--- src/rtl/uart_pkg.sv ---
// rtl/uart_pkg.sv - shared types, constants and helpers for the oversampling UART
package uart_pkg;

   // receiver FSM states
   typedef enum logic [2:0] {
      S_IDLE,
      S_START,
      S_DATA,
      S_PARITY,
      S_STOP,
      S_BRK
   } uart_state_e;

   // decoded parity modes
   typedef enum logic [2:0] {
      PM_NONE,
      PM_EVEN,
      PM_ODD,
      PM_MARK,
      PM_SPACE
   } par_mode_e;

   // parity mode names accepted by the PARITY_MODE parameter
   localparam string PAR_NONE  = "none";
   localparam string PAR_EVEN  = "even";
   localparam string PAR_ODD   = "odd";
   localparam string PAR_MARK  = "mark";
   localparam string PAR_SPACE = "space";

   // expected parity bit; data is zero-extended so unused high bits do not disturb the XOR
   function automatic logic parity_expect(input par_mode_e mode, input logic [8:0] data);
      case (mode)
         PM_EVEN: return ^data;
         PM_ODD:  return ~^data;
         PM_MARK: return 1'b1;
         default: return 1'b0;
      endcase
   endfunction

endpackage

--- src/rtl/uart_rx_os_if.sv ---
// rtl/uart_rx_os_if.sv - received-entry stream with valid/ready handshake
interface uart_rx_os_if #(
   parameter int DATA_WIDTH = 8
);
   logic                  rx_valid;
   logic                  rx_ready;
   logic [DATA_WIDTH-1:0] rx_data;
   logic                  rx_parity_err;
   logic                  rx_frame_err;
   logic                  rx_break;

   modport master (
      output rx_valid, rx_data, rx_parity_err, rx_frame_err, rx_break,
      input  rx_ready
   );

   modport slave (
      input  rx_valid, rx_data, rx_parity_err, rx_frame_err, rx_break,
      output rx_ready
   );
endinterface

--- src/rtl/uart_baud_tick.sv ---
// rtl/uart_baud_tick.sv - oversample tick divider with synchronous phase restart
module uart_baud_tick #(
   parameter int DIV = 27
) (
   input  logic clk,
   input  logic rst,
   input  logic restart_i,
   output logic tick_o
);
   localparam int DIV_C = (DIV < 1) ? 1 : DIV;
   localparam int CW    = (DIV_C > 1) ? $clog2(DIV_C) : 1;
   localparam logic [CW-1:0] LAST = CW'(DIV_C - 1);

   logic [CW-1:0] cnt_q;
   logic [CW-1:0] cnt_d;

   // count 0..DIV-1; restart forces phase 0 on the following cycle
   always_comb begin
      cnt_d = cnt_q + 1'b1;
      if (restart_i || (cnt_q == LAST)) begin
         cnt_d = '0;
      end
   end

   // divider register
   always_ff @(posedge clk) begin
      if (rst) begin
         cnt_q <= '0;
      end else begin
         cnt_q <= cnt_d;
      end
   end

   assign tick_o = (cnt_q == '0);
endmodule

--- src/rtl/uart_rx_os.sv ---
// rtl/uart_rx_os.sv - oversampling UART receiver with majority vote and output FIFO
module uart_rx_os
   import uart_pkg::*;
#(
   parameter int    CLK_FRE     = 50,
   parameter int    BAUD_RATE   = 115200,
   parameter int    OVERSAMPLE  = 16,
   parameter int    DATA_WIDTH  = 8,
   parameter string PARITY_MODE = "none",
   parameter int    STOP_WIDTH  = 1,
   parameter int    FIFO_DEPTH  = 4
) (
   input  logic         clk,
   input  logic         rst,
   input  logic         rx_enable,
   input  logic         rx_pin,
   input  logic         ovr_clr,
   output logic         rx_overrun,
   uart_rx_os_if.master rx_if
);
   localparam int DIV = (CLK_FRE * 1_000_000) / (BAUD_RATE * OVERSAMPLE);
   localparam int SW  = $clog2(OVERSAMPLE);
   localparam int M   = OVERSAMPLE / 2;
   localparam logic [SW-1:0] T_M1  = SW'(M - 1);
   localparam logic [SW-1:0] T_M   = SW'(M);
   localparam logic [SW-1:0] T_RES = SW'(M + 1);
   localparam logic [SW-1:0] T_END = SW'(OVERSAMPLE - 1);
   localparam int BW = $clog2(DATA_WIDTH);
   localparam logic [BW-1:0] LAST_BIT = BW'(DATA_WIDTH - 1);
   localparam logic LAST_STOP = (STOP_WIDTH > 1);
   localparam par_mode_e PMODE =
      (PARITY_MODE == PAR_EVEN)  ? PM_EVEN  :
      (PARITY_MODE == PAR_ODD)   ? PM_ODD   :
      (PARITY_MODE == PAR_MARK)  ? PM_MARK  :
      (PARITY_MODE == PAR_SPACE) ? PM_SPACE : PM_NONE;
   localparam bit HAS_PAR = (PMODE != PM_NONE);
   localparam int EW   = DATA_WIDTH + 3;
   localparam int AW   = $clog2(FIFO_DEPTH);
   localparam int CNTW = AW + 1;
   localparam logic [CNTW-1:0] FULL_CNT = CNTW'(FIFO_DEPTH);

   // synchroniser and edge detect
   logic [1:0] sync_q;
   logic       rx_prev_q;
   logic       rx_s;

   // receiver state
   uart_state_e           state_q, state_d;
   logic [SW-1:0]         s_cnt_q, s_cnt_d;
   logic [BW-1:0]         bit_cnt_q, bit_cnt_d;
   logic                  stop_cnt_q, stop_cnt_d;
   logic                  samp_m1_q, samp_m1_d;
   logic                  samp_m_q, samp_m_d;
   logic [DATA_WIDTH-1:0] shreg_q, shreg_d;
   logic                  par_bit_q, par_bit_d;
   logic                  par_err_q, par_err_d;
   logic                  frm_err_q, frm_err_d;
   logic                  stop0_q, stop0_d;
   logic                  tick, restart, maj, at_res, at_end;
   logic                  first_stop, is_brk, push;
   logic [EW-1:0]         push_entry;

   // output FIFO
   logic [EW-1:0]   mem_q [FIFO_DEPTH];
   logic [AW-1:0]   wr_ptr_q, wr_ptr_d, rd_ptr_q, rd_ptr_d;
   logic [CNTW-1:0] count_q, count_d;
   logic            ovr_q, ovr_d;
   logic            valid, pop, full, wr_en;
   logic [EW-1:0]   head;

   assign rx_s = sync_q[1];

   // two-flop synchroniser idling high, plus previous value for falling-edge detect
   always_ff @(posedge clk) begin
      if (rst) begin
         sync_q    <= 2'b11;
         rx_prev_q <= 1'b1;
      end else begin
         sync_q    <= {sync_q[0], rx_pin};
         rx_prev_q <= rx_s;
      end
   end

   assign restart = (state_q == S_IDLE) && (state_d == S_START);

   uart_baud_tick #(
      .DIV (DIV)
   ) u_tick (
      .clk       (clk),
      .rst       (rst),
      .restart_i (restart),
      .tick_o    (tick)
   );

   assign maj    = (samp_m1_q & samp_m_q) | (samp_m1_q & rx_s) | (samp_m_q & rx_s);
   assign at_res = tick && (s_cnt_q == T_RES);
   assign at_end = tick && (s_cnt_q == T_END);

   // next-state logic: sample capture, bit resolution, and frame assembly
   always_comb begin
      state_d    = state_q;
      s_cnt_d    = s_cnt_q;
      bit_cnt_d  = bit_cnt_q;
      stop_cnt_d = stop_cnt_q;
      samp_m1_d  = samp_m1_q;
      samp_m_d   = samp_m_q;
      shreg_d    = shreg_q;
      par_bit_d  = par_bit_q;
      par_err_d  = par_err_q;
      frm_err_d  = frm_err_q;
      stop0_d    = stop0_q;
      push       = 1'b0;
      first_stop = (stop_cnt_q == 1'b0) ? maj : stop0_q;
      is_brk     = (shreg_q == '0) && !(HAS_PAR && par_bit_q) && !first_stop;
      push_entry = {is_brk, frm_err_q | ~maj, par_err_q & ~is_brk, shreg_q};

      if (tick && (state_q != S_IDLE) && (state_q != S_BRK)) begin
         s_cnt_d = s_cnt_q + 1'b1;
         if (s_cnt_q == T_M1) samp_m1_d = rx_s;
         if (s_cnt_q == T_M)  samp_m_d  = rx_s;
      end

      case (state_q)
         S_IDLE: begin
            s_cnt_d    = '0;
            bit_cnt_d  = '0;
            stop_cnt_d = 1'b0;
            par_bit_d  = 1'b0;
            par_err_d  = 1'b0;
            frm_err_d  = 1'b0;
            stop0_d    = 1'b0;
            if (rx_enable && rx_prev_q && !rx_s) state_d = S_START;
         end
         S_START: begin
            if (at_res && maj)  state_d = S_IDLE;
            else if (at_end)    state_d = S_DATA;
         end
         S_DATA: begin
            if (at_res) shreg_d = {maj, shreg_q[DATA_WIDTH-1:1]};
            if (at_end) begin
               if (bit_cnt_q == LAST_BIT) begin
                  bit_cnt_d = '0;
                  state_d   = HAS_PAR ? S_PARITY : S_STOP;
               end else begin
                  bit_cnt_d = bit_cnt_q + 1'b1;
               end
            end
         end
         S_PARITY: begin
            if (at_res) begin
               par_bit_d = maj;
               par_err_d = (maj != parity_expect(PMODE, 9'(shreg_q)));
            end
            if (at_end) state_d = S_STOP;
         end
         S_STOP: begin
            if (at_res) begin
               if (!maj) frm_err_d = 1'b1;
               if (stop_cnt_q == 1'b0) stop0_d = maj;
               if (stop_cnt_q == LAST_STOP) begin
                  push    = 1'b1;
                  state_d = is_brk ? S_BRK : S_IDLE;
               end
            end else if (at_end) begin
               stop_cnt_d = 1'b1;
            end
         end
         S_BRK: begin
            if (rx_s) state_d = S_IDLE;
         end
         default: state_d = S_IDLE;
      endcase
   end

   // FSM state register
   always_ff @(posedge clk) begin
      if (rst) begin
         state_q <= S_IDLE;
      end else begin
         state_q <= state_d;
      end
   end

   // receiver datapath registers
   always_ff @(posedge clk) begin
      if (rst) begin
         s_cnt_q    <= '0;
         bit_cnt_q  <= '0;
         stop_cnt_q <= 1'b0;
         samp_m1_q  <= 1'b1;
         samp_m_q   <= 1'b1;
         shreg_q    <= '0;
         par_bit_q  <= 1'b0;
         par_err_q  <= 1'b0;
         frm_err_q  <= 1'b0;
         stop0_q    <= 1'b0;
      end else begin
         s_cnt_q    <= s_cnt_d;
         bit_cnt_q  <= bit_cnt_d;
         stop_cnt_q <= stop_cnt_d;
         samp_m1_q  <= samp_m1_d;
         samp_m_q   <= samp_m_d;
         shreg_q    <= shreg_d;
         par_bit_q  <= par_bit_d;
         par_err_q  <= par_err_d;
         frm_err_q  <= frm_err_d;
         stop0_q    <= stop0_d;
      end
   end

   assign valid = (count_q != '0);

   // FIFO control: a push into a full FIFO succeeds only if the head leaves the same cycle
   always_comb begin
      pop      = valid && rx_if.rx_ready;
      full     = (count_q == FULL_CNT);
      wr_en    = push && (!full || pop);
      wr_ptr_d = wr_en ? wr_ptr_q + 1'b1 : wr_ptr_q;
      rd_ptr_d = pop ? rd_ptr_q + 1'b1 : rd_ptr_q;
      count_d  = count_q;
      if (wr_en && !pop)      count_d = count_q + 1'b1;
      else if (!wr_en && pop) count_d = count_q - 1'b1;
      ovr_d = ovr_q;
      if (push && full && !pop) ovr_d = 1'b1;
      else if (ovr_clr)         ovr_d = 1'b0;
   end

   // FIFO pointers, occupancy and sticky overrun
   always_ff @(posedge clk) begin
      if (rst) begin
         wr_ptr_q <= '0;
         rd_ptr_q <= '0;
         count_q  <= '0;
         ovr_q    <= 1'b0;
      end else begin
         wr_ptr_q <= wr_ptr_d;
         rd_ptr_q <= rd_ptr_d;
         count_q  <= count_d;
         ovr_q    <= ovr_d;
      end
   end

   // FIFO storage; contents are masked at the output while empty
   always_ff @(posedge clk) begin
      if (wr_en) mem_q[wr_ptr_q] <= push_entry;
   end

   assign head                = valid ? mem_q[rd_ptr_q] : '0;
   assign rx_if.rx_valid      = valid;
   assign rx_if.rx_data       = head[DATA_WIDTH-1:0];
   assign rx_if.rx_parity_err = head[DATA_WIDTH];
   assign rx_if.rx_frame_err  = head[DATA_WIDTH+1];
   assign rx_if.rx_break      = head[DATA_WIDTH+2];
   assign rx_overrun          = ovr_q;
endmodule

--- src/flat_wrapper.sv ---
// flat-port wrapper written by rule: the top's interface ports become plain ports
module uart_rx_os_flat import uart_pkg::*;
#(
   parameter int    CLK_FRE     = 50,
   parameter int    BAUD_RATE   = 115200,
   parameter int    OVERSAMPLE  = 16,
   parameter int    DATA_WIDTH  = 8,
   parameter string PARITY_MODE = "    ",
   parameter int    STOP_WIDTH  = 1,
   parameter int    FIFO_DEPTH  = 4
)
  (clk, rst, rx_enable, rx_pin, ovr_clr, rx_overrun, rx_if_rx_valid, rx_if_rx_data, rx_if_rx_parity_err, rx_if_rx_frame_err, rx_if_rx_break, rx_if_rx_ready);
  uart_rx_os_if #(.DATA_WIDTH(DATA_WIDTH)) rx_if_i ();
  input  logic clk;
  input  logic rst;
  input  logic rx_enable;
  input  logic rx_pin;
  input  logic ovr_clr;
  output logic rx_overrun;
  output wire logic [$bits(rx_if_i.rx_valid)-1:0] rx_if_rx_valid;
  output wire logic [$bits(rx_if_i.rx_data)-1:0] rx_if_rx_data;
  output wire logic [$bits(rx_if_i.rx_parity_err)-1:0] rx_if_rx_parity_err;
  output wire logic [$bits(rx_if_i.rx_frame_err)-1:0] rx_if_rx_frame_err;
  output wire logic [$bits(rx_if_i.rx_break)-1:0] rx_if_rx_break;
  input wire logic [$bits(rx_if_i.rx_ready)-1:0] rx_if_rx_ready;
  assign rx_if_rx_valid = rx_if_i.rx_valid;
  assign rx_if_rx_data = rx_if_i.rx_data;
  assign rx_if_rx_parity_err = rx_if_i.rx_parity_err;
  assign rx_if_rx_frame_err = rx_if_i.rx_frame_err;
  assign rx_if_rx_break = rx_if_i.rx_break;
  assign rx_if_i.rx_ready = rx_if_rx_ready;
  uart_rx_os #(.CLK_FRE(CLK_FRE), .BAUD_RATE(BAUD_RATE), .OVERSAMPLE(OVERSAMPLE), .DATA_WIDTH(DATA_WIDTH), .PARITY_MODE(PARITY_MODE), .STOP_WIDTH(STOP_WIDTH), .FIFO_DEPTH(FIFO_DEPTH)) u_core (.clk(clk), .rst(rst), .rx_enable(rx_enable), .rx_pin(rx_pin), .ovr_clr(ovr_clr), .rx_overrun(rx_overrun), .rx_if(rx_if_i));
endmodule
--- config.mk ---
export PLATFORM = sky130hd
export DESIGN_NAME = uart_rx_os_flat
export DESIGN_NICKNAME = d
export VERILOG_FILES = /design/src/rtl/uart_pkg.sv /design/src/rtl/uart_rx_os_if.sv /design/src/rtl/uart_baud_tick.sv /design/src/rtl/uart_rx_os.sv /design/src/flat_wrapper.sv
export SDC_FILE = /design/constraint.sdc
export NUM_CORES = 1
export LEC_CHECK = 0
export BUFFER_PORTS_ARGS = -buffer_cell sky130_fd_sc_hd__buf_2
export CAP_MARGIN = 20
export CORE_MARGIN = 3
export CORE_UTILIZATION = 35
export CTS_BUF_LIST = sky130_fd_sc_hd__clkbuf_8
export CTS_CLUSTER_DIAMETER = 200
export DETAILED_ROUTE_END_ITERATION = 7
export PLACE_DENSITY = 0.51
export SYNTH_ARGS = -nofsm -noshare
export SYNTH_HDL_FRONTEND = slang
export SYNTH_SLANG_ARGS = --single-unit
--- constraint.sdc ---
create_clock -name clk -period 3.5 [get_ports clk]
set_input_delay 1.05 -clock clk [delete_from_list [all_inputs] [get_ports clk]]
set_output_delay 1.05 -clock clk [all_outputs]
set_load 0.1 [all_outputs]
==> impl_metrics.json, run 1 <==
{
  "wl_microns": 6650,
  "skew_ps": 9.77,
  "drc": 0,
  "worstSetupStartpointType": "register",
  "fin_util_pct": 40.2,
  "antenna_found_initial": 0,
  "seq_area_frac_synth_pct": 58.0,
  "ys_types": 50,
  "wire_per_inst_microns": 14.6,
  "finalHoldViolations": 0,
  "dr.pass1.iters": 4,
  "grt_pass1_vias": 2210,
  "critPathArrivalTime_ps": 1910,
  "rows": 37,
  "critPathTopFamily": "multiplexers",
  "post_cts_buffers": 0,
  "rr_startpoint": "u_core.u_tick.cnt_q[0]$_SDFF_PP0_",
  "synth-edff-count": 44,
  "fin_nets": 333,
  "hp-class": "reg2reg",
  "slew_viol_final": 0,
  "initial_core_util_pct": 36.1,
  "synthFlopType": "edfxtp_1",
  "ys_async_sr_fraction_pct": 0,
  "end_kind": "primary output",
  "min_path_cells": 1,
  "syn-num-nets": 311,
  "powerDensity_nw_per_um2": 422,
  "coreArea_sq_um": 10300,
  "netlist_area_sq_um": 3730,
  "hpwl_microns": 4480,
  "grt.total_usage_pct": 12.3,
  "syn_to_final_growth_pct": 11.4,
  "grt_first_pass_wirelength_microns": 11200,
  "cts_tree": "built",
  "vdd_drop_max_v": 0.000226,
  "drive_above_1_share_pct": 19.5,
  "cts.reportedPaths.clkPinSlew_ps": 90,
  "crit_fanout": 11,
  "max-clock-path-buffers": 2,
  "ys_ff_latch": 86,
  "power.leakage_nw": 1.55,
  "worstMarginPinSlew_ps": 657,
  "tns_ps": 0,
  "r2r_end": "u_core.count_q[2]$_SDFFE_PP0P_",
  "whs_endpoint": "u_core.sync_q[1]$_SDFF_PP1_",
  "port_buffers": 18,
  "period_needed_ps": 2960,
  "cp_cell_sequence": "buf_4 -> mux4_2 -> and2_1 -> buf_2",
  "cp.required_ps": 2450,
  "reg2reg_depth": 10,
  "setup_violations": 0,
  "drv_cap": 0,
  "grt_max_degree": 32,
  "cpPeakStageDelay_ps": 540,
  "slowest_stage": "mux4_2",
  "yosys.area.top_type_share_pct": 35.4,
  "reg2reg_slack_ps": 640,
  "max_slew_margin_pct": 55.6,
  "yosysMostFrequentCell": "edfxtp_1",
  "vias": 2195,
  "ctsHoldBuffers": 0,
  "clk-insertion-delay-late_ps": 350,
  "cts_resized": 0,
  "gr-total-overflow": 0,
  "run_status": "finished, final reports clean",
  "h-tree-depth": 3,
  "finalCritPeriodShare_pct": 84.5,
  "rsz0062_at_grt": "no",
  "worstHoldStart": "u_core.sync_q[0]$_SDFF_PP1_",
  "drtIter0Drc": 75,
  "cts_root_buf": "clkbuf_8",
  "fmax_mhz": 338,
  "numClockSinks": 86,
  "die_y_microns": 109,
  "crit_type": "reg2out",
  "die_area_sq_um": 11900,
  "synthTopCellsByCount": "edfxtp_1, dfxtp_1, nor2_1",
  "crit_buf_inv": 2,
  "syn_avg_cell_area_sq_um": 12.8,
  "synthCells": 291,
  "numCtsBuffers": 9,
  "synth_area_leaders": "edfxtp_1, dfxtp_1, mux4_2",
  "detail-route-antenna-nets": 0,
  "die_x_microns": 109,
  "gp_congestion": 0.738,
  "ys_warn_count": 0,
  "top_level_ports": 19,
  "synth_top_area_cell": "edfxtp_1",
  "n_antenna_cell": 0,
  "via_per_inst": 4.83
}
[cell type report]
cell class                      count  area (sq um)
Inverter                           12          45.0
Multi-Input combinational cell    182          1480
Clock inverter                      7          57.6
Fill cell                        1019          6170
Clock buffer                        9           124
Sequential cell                    86          2160
Tap cell                          136           170
Timing Repair Buffer               22           120
[worst reg2reg max path: stages, from the launching register on]
cell     delay (ps)
dfxtp_1         340
inv_1            80
ha_1            160
or4b_4          490
nor4b_4         430
ha_1            250
inv_1            60
fa_1            370
xor2_1          150
or3_1           300
a21oi_1         140
[how the worst max path moves through the flow]
stage	start	end	slack [ps]	cells past startpoint
6_report	register	rx_if_rx_data[4]	540	4
5_1_grt	register	rx_if_rx_data[4]	350	3
4_1_cts	register	rx_if_rx_break	440	3
3_5_place_dp	rx_if_rx_ready	u_core.count_q[2]$_SDFFE_PP0P_	430	9
3_3_place_gp	rx_if_rx_ready	u_core.count_q[2]$_SDFFE_PP0P_	480	9
2_1_floorplan	u_core.count_q[0]$_SDFFE_PP0P_	rx_if_rx_data[1]	40	3
[cells in the final DEF, fill, tap and decap left out, types with 5 or more instances in the layout]
cell type | Yosys | final
inv_1 | 12 | 12
nand2_1 | 7 | 7
dfxtp_1 | 42 | 42
mux4_2 | 11 | 11
ha_1 | 13 | 13
buf_2 | 2 | 18
a21oi_1 | 7 | 7
edfxtp_1 | 44 | 44
mux2i_1 | 12 | 12
nand3_1 | 5 | 5
xor2_1 | 9 | 9
clkbuf_8 | 0 | 9
nor2_1 | 37 | 37
and2_1 | 12 | 12
[logic make-up after synthesis]
group / share of synthesized area (%)
flops: 58.0
compound gates: 6.98
xor+xnor: 2.82
buf+inv: 2.58
mux: 10.2
simple gates: 14.3
fa+ha+maj: 5.17
[layer usage]
| layer | track usage [%] | wire [microns] |
|---|---|---|
| met1 | 16.0 | 3140 |
| met2 | 20.2 | 3200 |
| met3 | 3.32 | 258 |
| met4 | 4.01 | 51 |
| met5 | 0 | 0 |
[sequential cells by signal, indices dropped and copies added, names as in the netlist, 2 cells and up, named ones only]
name                 cells
u_core.u_tick.cnt_q      5
u_core.count_q           3
u_core.rd_ptr_q          2
u_core.s_cnt_q           4
u_core.wr_ptr_q          2
u_core.state_q           3
u_core.shreg_q           8
u_core.mem_q            44
u_core.bit_cnt_q         3
u_core.sync_q            2
[power breakdown]
group          internal, mW  switching [mW]  total [mW]
registers              1.05         0.00657        1.06
clock network         0.268           0.378       0.646
logic                0.0194          0.0281      0.0475
[per-stage QoR]
stage | total power [mW] | area [sq um] | setup WS [ps] | hold slack [ps] | instances
final | 1.75 | 4150 | 541 | 418 | 454
after global routing | 1.83 | 4150 | 348 | 434 | 454
after CTS | 1.78 | 4150 | 439 | 422 | 454
after detailed placement | 1.13 | 3970 | 430 | 398 | 438
after global placement | 1.13 | 3970 | 478 | 394 | 438
after floorplan | 1.12 | 3730 | 40.4 | 389 | 291
Power figures use the tool's default switching activity.
==> inputs of run 2 (changes only) <==
==> constraint.sdc (replaced) <==
create_clock -name clk -period 2.9 [get_ports clk]
set_input_delay 0.87 -clock clk [delete_from_list [all_inputs] [get_ports clk]]
set_output_delay 0.87 -clock clk [all_outputs]
set_load 0.1 [all_outputs]
==> run 2 against run 1 <==
- register-to-register slack got worse by 450 ps
- combinational power increased by 24%
- via count grew 3.1%
- die area stayed put
- critical path depth unchanged
- count of clock-buffer cells in the layout rose by 1
- critical path type unchanged
- largest cell class unchanged
==> impl_metrics.json, run 2 (synthesis results as in run 1) <==
{
  "grt_first_pass_wirelength_microns": 11500,
  "gp_congestion": 0.748,
  "reg2reg_slack_ps": 190,
  "die_y_microns": 109,
  "post_cts_buffers": 0,
  "crit_fanout": 11,
  "die_area_sq_um": 11900,
  "fmax_mhz": 366,
  "vdd_drop_max_v": 0.000189,
  "whs_ps": 413,
  "hpwl_microns": 4450,
  "grt_max_degree": 32,
  "final_common_cell": "edfxtp_1",
  "port_buffers": 18,
  "slew_viol_final": 0,
  "mostFrequentLayoutCells": "edfxtp_1, dfxtp_1, nor2_1",
  "skew_ps": 10.6,
  "drive_above_1_share_pct": 20.7,
  "vias": 2264,
  "run_status": "finished, final reports clean",
  "finalHoldViolations": 0,
  "top_regs": "u_core.mem_q: 44 flops, u_core.shreg_q: 8 flops, u_core.u_tick.cnt_q: 5 flops",
  "antenna_found_initial": 0,
  "crit_type": "reg2out",
  "top_level_ports": 19,
  "gr-total-overflow": 0,
  "hp-class": "reg2reg",
  "cts_tree": "built",
  "drc": 0,
  "numCtsBuffers": 9,
  "end_kind": "primary output",
  "initial_core_util_pct": 36.1,
  "power.leakage_nw": 1.58,
  "critPathTopFamily": "multiplexers",
  "slowest_stage": "mux4_2",
  "max-clock-path-buffers": 2,
  "die_x_microns": 109,
  "h-tree-depth": 3,
  "worstMarginPinSlew_ps": 738,
  "cp.required_ps": 2030,
  "syn_to_final_growth_pct": 12.8,
  "n_antenna_cell": 0,
  "cts.reportedPaths.clkPinSlew_ps": 90,
  "rows": 37,
  "fin_nets": 338,
  "via_per_inst": 4.93,
  "cts_root_buf": "clkbuf_8",
  "largest_register_ffs": 44,
  "clk-insertion-delay-late_ps": 350,
  "cp_cell_sequence": "buf_6 -> mux4_2 -> and2_1 -> buf_2",
  "detail-route-antenna-nets": 0,
  "tns_ps": 0,
  "numClockSinks": 86,
  "setup_violations": 0,
  "dr.pass1.iters": 4,
  "grt_pass1_vias": 2272,
  "crit_buf_inv": 2,
  "reg2reg_depth": 10,
  "whs_endpoint": "u_core.sync_q[1]$_SDFF_PP1_",
  "powerDensity_nw_per_um2": 508,
  "coreArea_sq_um": 10300,
  "finalCritPeriodShare_pct": 94.1,
  "min_path_cells": 1,
  "largest_register": "u_core.mem_q",
  "grt.total_usage_pct": 12.6,
  "period_needed_ps": 2730,
  "worstHoldStart": "u_core.sync_q[0]$_SDFF_PP1_",
  "critPathArrivalTime_ps": 1860,
  "rr_startpoint": "u_core.u_tick.cnt_q[0]$_SDFF_PP0_",
  "r2r_end": "u_core.count_q[2]$_SDFFE_PP0P_",
  "wl_microns": 6640,
  "rsz0062_at_grt": "no",
  "drv_cap": 0,
  "drtIter0Drc": 77,
  "cpPeakStageDelay_ps": 530,
  "worstSetupStartpointType": "register",
  "max_slew_margin_pct": 50.7,
  "wire_per_inst_microns": 14.5
}
-- run 2: worst max path at each step --
stage / start / endpoint / slack (ps) / cells after the start
2_1_floorplan: u_core.count_q[0]$_SDFFE_PP0P_ / rx_if_rx_data[1] / 120 / 3
3_3_place_gp: rx_if_rx_ready / u_core.count_q[2]$_SDFFE_PP0P_ / 140 / 10
3_5_place_dp: rx_if_rx_ready / u_core.count_q[2]$_SDFFE_PP0P_ / 60 / 10
4_1_cts: register / rx_if_rx_break / 60 / 4
5_1_grt: u_core.u_tick.cnt_q[0]$_SDFF_PP0_ / u_core.count_q[2]$_SDFFE_PP0P_ / 10 / 10
6_report: register / rx_if_rx_break / 170 / 4
-- run 2: worst reg2reg max path, cell delays in order, from the launching register on --
cell	delay, ps
dfxtp_1	340
inv_1	80
ha_1	160
or4b_4	480
nor4b_4	310
ha_1	230
inv_1	60
fa_1	380
xor2_1	160
or3_1	310
a21oi_1	130
-- run 2: repair_timing --
item	4_1_cts	5_1_grt
gates resized for setup	0	1
setup endpoints to repair	0	4
hold buffers	0	0
-- run 2: layout make-up --
| class | count | area [sq um] |
|---|---|---|
| Timing Repair Buffer | 27 | 161 |
| Inverter | 12 | 45.0 |
| Multi-Input combinational cell | 182 | 1480 |
| Fill cell | 1008 | 6120 |
| Tap cell | 136 | 170 |
| Clock inverter | 6 | 52.6 |
| Clock buffer | 10 | 138 |
| Sequential cell | 86 | 2160 |
-- run 2: per-stage QoR --
step                      util (%)  cell area [sq um]  cells  power [mW]  worst slack (ps)
after floorplan                  -               3730    291        1.35               116
after global placement        38.8               4010    443        1.36               142
after detailed placement      38.8               4010    443        1.36              58.2
after CTS                     40.7               4200    459        2.17              59.7
after global routing          40.7               4200    459        2.23              11.4
final                         40.7               4200    459        2.14               171
-- run 2: layer usage --
metal | track usage [%] | vias up | share of wire (%)
met1 | 16.3 | 1101 | 46
met2 | 20.3 | 36 | 50
li1 | - | 1119 | -
met3 | 2.66 | 8 | 2.8
met4 | 5.97 | 0 | 1.6
met5 | 0 | - | 0
-- run 2: report_power, final --
part	switching, mW	internal (mW)
logic	0.0349	0.0240
registers	0.00647	1.27
clock network	0.454	0.347
